## config.mk

```make
export PLATFORM = sky130hd
export DESIGN_NAME = imem_boot_loader_flat
export DESIGN_NICKNAME = d
export VERILOG_FILES = /design/src/rtl/imem_boot_loader_pkg.sv /design/src/rtl/imem_boot_loader_if.sv /design/src/rtl/boot_checksum_acc.sv /design/src/rtl/imem_boot_loader.sv /design/src/flat_wrapper.sv
export SDC_FILE = /design/constraint.sdc
export NUM_CORES = 1
export LEC_CHECK = 0
export BUFFER_PORTS_ARGS = -buffer_cell sky130_fd_sc_hd__buf_2
export CORE_MARGIN = 8
export CORE_UTILIZATION = 45
export DETAILED_ROUTE_END_ITERATION = 12
export HOLD_SLACK_MARGIN = 0.06
export PLACE_DENSITY = 0.82
export SYNTH_ARGS = -nofsm -noshare
export SYNTH_HDL_FRONTEND = slang
export SYNTH_SLANG_ARGS = --single-unit
```

## constraint.sdc

```tcl
create_clock -name clk -period 2.7 [get_ports clk]
set_clock_uncertainty 0.1 [all_clocks]
set_input_delay 0.405 -clock clk [delete_from_list [all_inputs] [get_ports clk]]
set_output_delay 0.405 -clock clk [all_outputs]
set_load 0.05 [all_outputs]
```

## src/rtl/imem_boot_loader_pkg.sv

```systemverilog
// boot_pkg: loader state encoding and imem word geometry shared by imem_boot_loader files
package boot_pkg;
  typedef enum logic [2:0] {IDLE, LOAD, CHECK, RELEASE, RUN, ERROR} state_t;
  localparam int WORD_BYTES = 4;
endpackage

```

## src/rtl/imem_boot_loader_if.sv

```systemverilog
// imem_boot_loader_if: valid/ready word stream from the boot source into the loader
interface imem_boot_loader_if #(parameter int DATA_W = 32);
  logic s_valid;
  logic s_ready;
  logic s_last;
  logic [DATA_W-1:0] s_data;
  modport master(output s_valid, s_data, s_last, input s_ready);
  modport slave(input s_valid, s_data, s_last, output s_ready);
endinterface

```

## src/rtl/boot_checksum_acc.sv

```systemverilog
// boot_checksum_acc: running mod-2^DATA_W sum of image words, compared with the trailing checksum beat
module boot_checksum_acc #(parameter int DATA_W = 32) (
  input  logic              clk,
  input  logic              rst,
  input  logic              clr_i,
  input  logic              add_i,
  input  logic [DATA_W-1:0] din_i,
  input  logic [DATA_W-1:0] cmp_i,
  output logic              match_o
);
  logic [DATA_W-1:0] sum_q, sum_d;
  // Clear when a load starts, accumulate every accepted image word
  always_comb sum_d = clr_i ? '0 : add_i ? sum_q + din_i : sum_q;
  // Sum register
  always_ff @(posedge clk) sum_q <= rst ? '0 : sum_d;
  assign match_o = sum_q == cmp_i;
endmodule

```

## src/rtl/imem_boot_loader.sv

```systemverilog
// imem_boot_loader: streams an image into imem, then releases the cpu; LOADER_CHECKSUM_EN adds a checksum beat
module imem_boot_loader
  import boot_pkg::*;
#(
  parameter int               DATA_W      = 32,
  parameter int               ADDR_W      = 32,
  parameter int               DEPTH       = 64,
  parameter logic [ADDR_W-1:0] BASE_ADDR  = '0,
  parameter int               RELEASE_DLY = 2,
  localparam int              CW          = $clog2(DEPTH + 1)
) (
  input  logic                clk,
  input  logic                rst,
  input  logic                start,
  imem_boot_loader_if.slave   s,
  output logic                initialize,
  output logic [DATA_W-1:0]   instruction_initialize_data,
  output logic [ADDR_W-1:0]   instruction_initialize_address,
  output logic                cpu_rst,
  output logic                done,
  output logic                err,
  output logic [CW-1:0]       word_count
);
  localparam int DLW = $clog2(RELEASE_DLY + 1);
  localparam logic [DLW-1:0] DLY_INIT = DLW'(RELEASE_DLY - 1);
`ifdef LOADER_CHECKSUM_EN
  localparam state_t AFTER_LAST = CHECK;
`else
  localparam state_t AFTER_LAST = RELEASE;
`endif
  state_t state_q, state_d;
  logic [CW-1:0] cnt_q, cnt_d;
  logic [DATA_W-1:0] data_q, data_d;
  logic [ADDR_W-1:0] addr_q, addr_d;
  logic [DLW-1:0] dly_q, dly_d;
  logic s_ready_q, s_ready_d, init_q, init_d, cpu_rst_q, cpu_rst_d, done_q, done_d, err_q, err_d;
  logic beat, sum_ok;
  assign beat = s.s_valid && s_ready_q;
`ifdef LOADER_CHECKSUM_EN
  boot_checksum_acc #(.DATA_W(DATA_W)) u_sum (
    .clk(clk), .rst(rst),
    .clr_i(state_q != LOAD && state_d == LOAD),
    .add_i(state_q == LOAD && beat),
    .din_i(s.s_data), .cmp_i(s.s_data), .match_o(sum_ok)
  );
`else
  assign sum_ok = 1'b1;
`endif
  // Next state, imem write pair and registered outputs, all derived from the upcoming state
  always_comb begin
    state_d = state_q;
    cnt_d = cnt_q;
    data_d = data_q;
    addr_d = addr_q;
    dly_d = (state_q == RELEASE) ? dly_q - 1'b1 : DLY_INIT;
    case (state_q)
      IDLE, RUN, ERROR: if (start) begin
        state_d = LOAD;
        cnt_d = '0;
      end
      LOAD: if (beat) begin
        data_d = s.s_data;
        addr_d = BASE_ADDR + ADDR_W'(cnt_q) * ADDR_W'(WORD_BYTES);
        cnt_d = cnt_q + CW'(1);
        state_d = s.s_last ? AFTER_LAST : (cnt_q == CW'(DEPTH - 1)) ? ERROR : LOAD;
      end
      CHECK: if (beat) state_d = sum_ok ? RELEASE : ERROR;
      RELEASE: if (dly_q == '0) state_d = RUN;
      default: state_d = IDLE;
    endcase
    s_ready_d = state_d == LOAD || state_d == CHECK;
    init_d = !(state_d == RELEASE || state_d == RUN);
    cpu_rst_d = state_d != RUN;
    done_d = state_d == RUN;
    err_d = state_d == ERROR;
  end
  // State and output registers; the cpu is held from the first reset edge
  always_ff @(posedge clk) begin
    if (rst) begin
      state_q <= IDLE;
      cnt_q <= '0;
      data_q <= '0;
      addr_q <= BASE_ADDR;
      dly_q <= DLY_INIT;
      s_ready_q <= 1'b0;
      init_q <= 1'b1;
      cpu_rst_q <= 1'b1;
      done_q <= 1'b0;
      err_q <= 1'b0;
    end else begin
      state_q <= state_d;
      cnt_q <= cnt_d;
      data_q <= data_d;
      addr_q <= addr_d;
      dly_q <= dly_d;
      s_ready_q <= s_ready_d;
      init_q <= init_d;
      cpu_rst_q <= cpu_rst_d;
      done_q <= done_d;
      err_q <= err_d;
    end
  end
  assign s.s_ready = s_ready_q;
  assign initialize = init_q;
  assign instruction_initialize_data = data_q;
  assign instruction_initialize_address = addr_q;
  assign cpu_rst = cpu_rst_q;
  assign done = done_q;
  assign err = err_q;
  assign word_count = cnt_q;
endmodule
```

## src/flat_wrapper.sv

```systemverilog
// flat-port wrapper written by rule: the top's interface ports become plain ports
module imem_boot_loader_flat import boot_pkg::*;
#(
  parameter int               DATA_W      = 32,
  parameter int               ADDR_W      = 32,
  parameter int               DEPTH       = 64,
  parameter logic [ADDR_W-1:0] BASE_ADDR  = '0,
  parameter int               RELEASE_DLY = 2,
  localparam int              CW          = $clog2(DEPTH + 1)
)
  (clk, rst, start, initialize, instruction_initialize_data, instruction_initialize_address, cpu_rst, done, err, word_count, s_s_valid, s_s_data, s_s_last, s_s_ready);
  imem_boot_loader_if #(.DATA_W(DATA_W)) s_i ();
  input  logic clk;
  input  logic rst;
  input  logic start;
  output logic initialize;
  output logic [DATA_W-1:0] instruction_initialize_data;
  output logic [ADDR_W-1:0] instruction_initialize_address;
  output logic cpu_rst;
  output logic done;
  output logic err;
  output logic [CW-1:0] word_count;
  input wire logic [$bits(s_i.s_valid)-1:0] s_s_valid;
  input wire logic [$bits(s_i.s_data)-1:0] s_s_data;
  input wire logic [$bits(s_i.s_last)-1:0] s_s_last;
  output wire logic [$bits(s_i.s_ready)-1:0] s_s_ready;
  assign s_i.s_valid = s_s_valid;
  assign s_i.s_data = s_s_data;
  assign s_i.s_last = s_s_last;
  assign s_s_ready = s_i.s_ready;
  imem_boot_loader #(.DATA_W(DATA_W), .ADDR_W(ADDR_W), .DEPTH(DEPTH), .BASE_ADDR(BASE_ADDR), .RELEASE_DLY(RELEASE_DLY)) u_core (.clk(clk), .rst(rst), .start(start), .s(s_i), .initialize(initialize), .instruction_initialize_data(instruction_initialize_data), .instruction_initialize_address(instruction_initialize_address), .cpu_rst(cpu_rst), .done(done), .err(err), .word_count(word_count));
endmodule
```

# Word level (Yosys, flattened, before mapping)
# Cells that the tools add are included.
[op_classes]
n_div = 0
magnitude_cmp = 0
eq_ne = 14
n_bitwise = 1
multipliers = 0
shift = 0
n_addsub = 2
n_reduce_logical = 11
n_mux = 10
[op_table]
columns = ["op", "n"]
rows = [
  ["3-bit 2-to-1 mux", 6],
  ["7-bit 2-to-1 mux", 2],
  ["7-bit case mux with 2 select lines", 1],
  ["3-bit by 2-bit equality test with 1-bit output, second input constant", 4],
  ["3-bit equality test, second input constant", 4],
  ["3-bit case mux with 4 select lines", 1],
  ["7-bit by 1-bit adder with 7-bit output, second input constant", 1],
  ["7-bit by 6-bit equality test with 1-bit output, second input constant", 1],
  ["3-bit by 1-bit equality test with 1-bit output, second input constant", 2],
  ["3-bit logical NOT", 1],
  ["3-bit != test, second input constant", 1],
  ["3-bit AND reduction", 1],
  ["3-bit OR reduction", 1],
  ["2-bit logical NOT", 1],
  ["1-bit logical OR", 2],
  ["2-bit by 1-bit != test with 1-bit output, second input constant", 1],
  ["2-bit != test, second input constant", 1],
  ["2-bit AND reduction", 1],
  ["2-bit nonzero test", 1],
  ["2-bit OR reduction", 1],
  ["2-bit by 1-bit subtractor with 2-bit output, second input constant", 1],
  ["1-bit logical AND", 1],
  ["1-bit logical NOT", 1],
  ["1-bit NOT", 1],
]
[totals]
reg_bits = 56
latchBits = 0
ramBits = 0
mem_count = 0
mem_bits_ro = 0
elab_cells = 48

# Longest topological paths before layout
[logic_depth]
ltp_word = 8
mapped_depth = 6
depth_no_buf = 6

# Worst setup path before layout
# OpenSTA, ideal clock, no wires.
[synth_timing]
kind = "flip-flop to flip-flop"
start = "reg u_core.cnt_q[4] (netlist: u_core.word_count[4])"
end = "reg u_core.init_q (netlist: u_core.initialize)"
path_slack_ns = 0.401
path_stages_with_launch = 5
arrival_ns = 2.069
path_buffers = 0
synth_period_minus_slack_ns = 2.299
setup_ns = 0.131
cell_sequence = "dfxtp_1 -> or4bb_1 -> or4_4 -> a2111oi_4 -> a21oi_1"
[synth_via]
elab_chain_cells = 8
word_cells_on_any_way = 9
[synth_rtl]
columns = ["item", "line", "rtl"]
rows = [
  ["start: declaration", "imem_boot_loader.sv:32", "logic [CW-1:0] cnt_q, cnt_d;"],
  ["start signal: assignment", "imem_boot_loader.sv:92", "cnt_q <= cnt_d;"],
  ["7-bit by 6-bit equality test with 1-bit output (*)", "imem_boot_loader.sv:65", "state_d = s.s_last ? AFTER_LAST : (cnt_q == CW'(DEPTH - 1)) ? ERROR : LOAD;"],
  ["3-bit 2-to-1 mux (*) (2 in series)", "imem_boot_loader.sv:65", ""],
  ["3-bit 2-to-1 mux (*)", "imem_boot_loader.sv:61", "LOAD: if (beat) begin"],
  ["3-bit case mux with 4 select lines (*)", "imem_boot_loader.sv:56", "case (state_q)"],
  ["3-bit by 2-bit equality test with 1-bit output / 3-bit equality test (equally long branches)", "imem_boot_loader.sv:72", "init_d = !(state_d == RELEASE || state_d == RUN);"],
  ["1-bit logical OR (*)", "imem_boot_loader.sv:72", ""],
  ["1-bit logical NOT (*)", "imem_boot_loader.sv:72", ""],
  ["end signal: assignment", "imem_boot_loader.sv:97", "init_q <= init_d;"],
  ["end: declaration", "imem_boot_loader.sv:36", "logic s_ready_q, s_ready_d, init_q, init_d, cpu_rst_q, cpu_rst_d, done_q, done_d, err_q, err_d;"],
]
# Every way passes the cells marked *; elsewhere a longest branch is shown, timed or not.
# A chain may end at the register's enable or synchronous reset.

# Final worst setup path
[layout_timing]
start = "reg u_core.state_q[1]"
end = "reg u_core.init_q (netlist: u_core.initialize)"
[layout_via]
elab_chain_cells = 6
word_cells_on_any_way = 16
[layout_rtl]
columns = ["item", "line", "rtl"]
rows = [
  ["start: declaration", "imem_boot_loader.sv:31", "state_t state_q, state_d;"],
  ["start signal: assignment", "imem_boot_loader.sv:91", "state_q <= state_d;"],
  ["3-bit equality test / 3-bit logical NOT (equally long branches)", "imem_boot_loader.sv:56", ""],
  ["3-bit OR reduction", "imem_boot_loader.sv:56", ""],
  ["3-bit case mux with 4 select lines (*)", "imem_boot_loader.sv:56", ""],
  ["3-bit by 2-bit equality test with 1-bit output / 3-bit equality test (equally long branches)", "imem_boot_loader.sv:72", ""],
  ["1-bit logical OR (*)", "imem_boot_loader.sv:72", ""],
  ["1-bit logical NOT (*)", "imem_boot_loader.sv:72", ""],
]
# Marked as above.

==> results.md <==
- Status: finished clean
- Routability-driven placement congestion ratio: about 0.85
- Final hold violations: 0
- Die area: 7650 µm²
- H-Tree Depth: 2
- I/O Pins: about 110
- Reg2reg start: u_core.state_q[1]
- R2R cell count: 4
- Via count: 2035
- Simple-gate share of the synthesized area: between 20% and 30%
- Vias in the first global route: approximately 2000
- Clk buf depth: 2
- DP HPWL: about 4300 µm
- Placed cell area: around 2700 µm²
- Critical path fanouts, max: 15
- Leak: about 1.2 nW
- WL/cell: 13.0 µm
- Max Transition Viols Final: 0
- Seq/Total Area, Yosys: around half
- Clock Sinks: between 50 and 60
- Slew margin rel.: around 40%
- CP cell instances: or3b_1 -> or4_4 -> a2111oi_4 -> a21oi_1
- Synth Area in XOR/XNOR: 0.381%
- IO buf count: between 80 and 90
- Router iterations before antenna repair: 4
- Rows: 26
- Fmax: approximately 450 MHz
- Crit-path slowest cell: or4_4
- Core region area: approximately 5000 µm²
- Number of max-cap violations: 0
- CTS Root Cell: clkbuf_8
- Post-CTS Setup Bufs: 0
- HP Start: s_s_data[24]
- Antenna cells: 0
- Peak supply drop: between 0.0004 and 0.0005 V
- Syn Inst Count: 280
- CP endpoint kind: flip-flop
- Cell taking the most area after synthesis: dfxtp_1
- Setup TNS: 0 ps
- Post-route ant nets: 0
- Pre-CTS setup slack: 494 ps
- Layout cells sized above 1: 27.5%
- Worst path max stage delay: around 600 ps
- Synth Area in Compound Gates: between 10% and 20%
- # DRC: 0
- WS Path Type: reg2reg
- Area Overhead vs Synth: 21.3%
- Pwr/cell area: 544 nW/µm²
- Worst Slack Setup Final: 474 ps
- WHS Endpoint: u_core.instruction_initialize_data[24]
- Initial core utilization: between 40% and 50%
- Critical path arrival: about 2300 ps
- #FFs+latches synth: between 50 and 60
- Syn avg cell area: around 8 µm²
- Final min period: around 2200 ps
- Post-synth design cell area: between 2000 and 2500 µm²
- Die W: roughly 87 µm
- Nets: between 400 and 500
- Post-synth EDFFs: 0
- CP startpoint kind: flip-flop
- Routed WL: around 5600 µm
- Adder-Cell Fraction of Synth Area: ~1.1%
- Worst-Margin Slew: roughly 900 ps
- Main combinational cell family by area after synthesis: simple AND/OR/NAND/NOR gates
- Ys flop type: dfxtp_1
- Routed vias/inst: ~4.7
- WP data required: 2780 ps
- Async S/R FF share, synth: 0%
- Design Power: about 0.0015 W
- Overall routing resource usage: ~14%
- Grt ovf: 0
- Hold Path Class: in2reg
- Mux cell area share after synthesis: less than 1%
- Worst flop-to-flop path endpoint: u_core.initialize
- Synth top area share: 48.8%
- First-pass GRT wire length: ~8800 µm
- Final instance area: 2790 µm²
- Reg2Reg Setup Slack: roughly 470 ps
- CTS tree: done
- Endpoints failing setup: 0
- Clock transition at the registers of the reported paths: about 100 ps
- Die Ht: roughly 87 µm
- Clock latency on the worst-skew pair: ~300 ps
- Largest net degree at the start of global routing: 51
- Post-synthesis cell type count: 34
- Period utilisation layout: 82.4%
- CTS Hold Bufs: 0
- RSZ-0062 raised after global routing: false
- Largest cells by area after synthesis: dfxtp_1, nand2_1, a21oi_1, buf_4, clkbuf_1
- Cell total after placement: approximately 430
- Fillcell total: between 500 and 600
- Initial antenna violation count: 0
- Count of non-filler cells in the finished layout: ~430
- Post-CTS Resized: 0
- Initial DRC count: 67
- Synth warn: 0
- Clock buffer count from CTS: 5
- Hold depth: 3
cells in the mapped netlist (all sizes together) (2+ instances only):
cell type / number
nand2: 84
dfxtp: 56
a21oi: 49
buf: 28
clkbuf: 11
inv: 6
or4: 6
nor2b: 5
o21ai: 3
o31ai: 3
and2: 2
ha: 2
mux2i: 2
nand3: 2
nand4: 2
nor2: 2
nor3b: 2
nor4: 2
worst max-delay path: cells and delay by family (launching register included):
| kind | cells | cell delay (ps) |
|---|---|---|
| flops | 1 | 450 |
| compound gates | 2 | 480 |
| simple gates | 2 | 1090 |
through the flow:
stage	utilization, %	hold slack, ps
floorplan	-	350
global placement	53.9	339
detailed placement	53.9	344
CTS	55.6	220
global route	55.6	221
finish	55.6	231
state kept, by name, summed over array words and instances, names as in the netlist:
name and count:
u_core.state_q 3, u_core.word_count 7, u_core.err 1, u_core.s.s_ready 1
u_core.initialize 1, u_core.done 1, u_core.instruction_initialize_address 7, u_core.instruction_initialize_data 32
u_core.cpu_rst 1, u_core.dly_q 2
cell families after synthesis:
| kind of cell | Yosys count |
|---|---|
| AO/OA/AOI/OAI | 60 |
| XOR/XNOR | 1 |
| adder cells (fa/ha/maj) | 2 |
| buffers and inverters | 45 |
| flip-flops | 56 |
| multiplexers | 2 |
| other | 1 |
| AND/OR/NAND/NOR | 113 |
report_power, final:
| part | switching (W) | internal [W] |
|---|---|---|
| clock | 0.000250 | 0.000186 |
| combinational | 0.000183 | 0.0000476 |
| sequential | 0.00000947 | 0.000840 |
| total | 0.000442 | 0.00107 |
placed cells by master, fill, tap and decap left out, types with 2 or more instances in the layout:
master,n
nand2_1,84
and2_1,2
o21ai_0,3
ha_1,2
inv_1,6
o31ai_1,3
nor3b_1,2
nand4_1,2
a21oi_1,49
mux2i_1,2
nor2b_1,5
dfxtp_1,56
buf_4,4
or4_1,5
clkbuf_1,2
buf_2,87
nand3_1,2
nor4_1,2
conb_1,25
clkbuf_8,5
per-layer routing:
layer,share of wire (%),GRT usage [%],routed length (µm)
met3,12,5.66,667
met2,49,25.6,2780
met4,0.96,4.38,54
met5,0,0,0
met1,38,14.4,2120
cell type report:
cell class | instances | area (µm²) | area share (%)
clock buffer | 7 | 76.3 | 2.74
clock inverter | 1 | 8.76 | 0.314
inverter | 6 | 22.5 | 0.808
multi-input combinational | 203 | 1000 | 36.1
sequential | 56 | 1120 | 40.2
tap | 70 | 87.6 | 3.14
timing repair buffer | 91 | 465 | 16.7
how the worst max path moves through the flow:
stage	to	from	cells after the start	slack [ps]
6_report	u_core.initialize	u_core.state_q[1]	4	470
2_1_floorplan	u_core.initialize	u_core.word_count[4]	4	400
5_1_grt	u_core.initialize	u_core.state_q[1]	4	380
4_1_cts	u_core.initialize	u_core.state_q[1]	4	480
3_3_place_gp	u_core.cpu_rst	u_core.state_q[1]	4	550
3_5_place_dp	u_core.initialize	u_core.state_q[1]	4	490
Power figures use the tool's default switching activity.
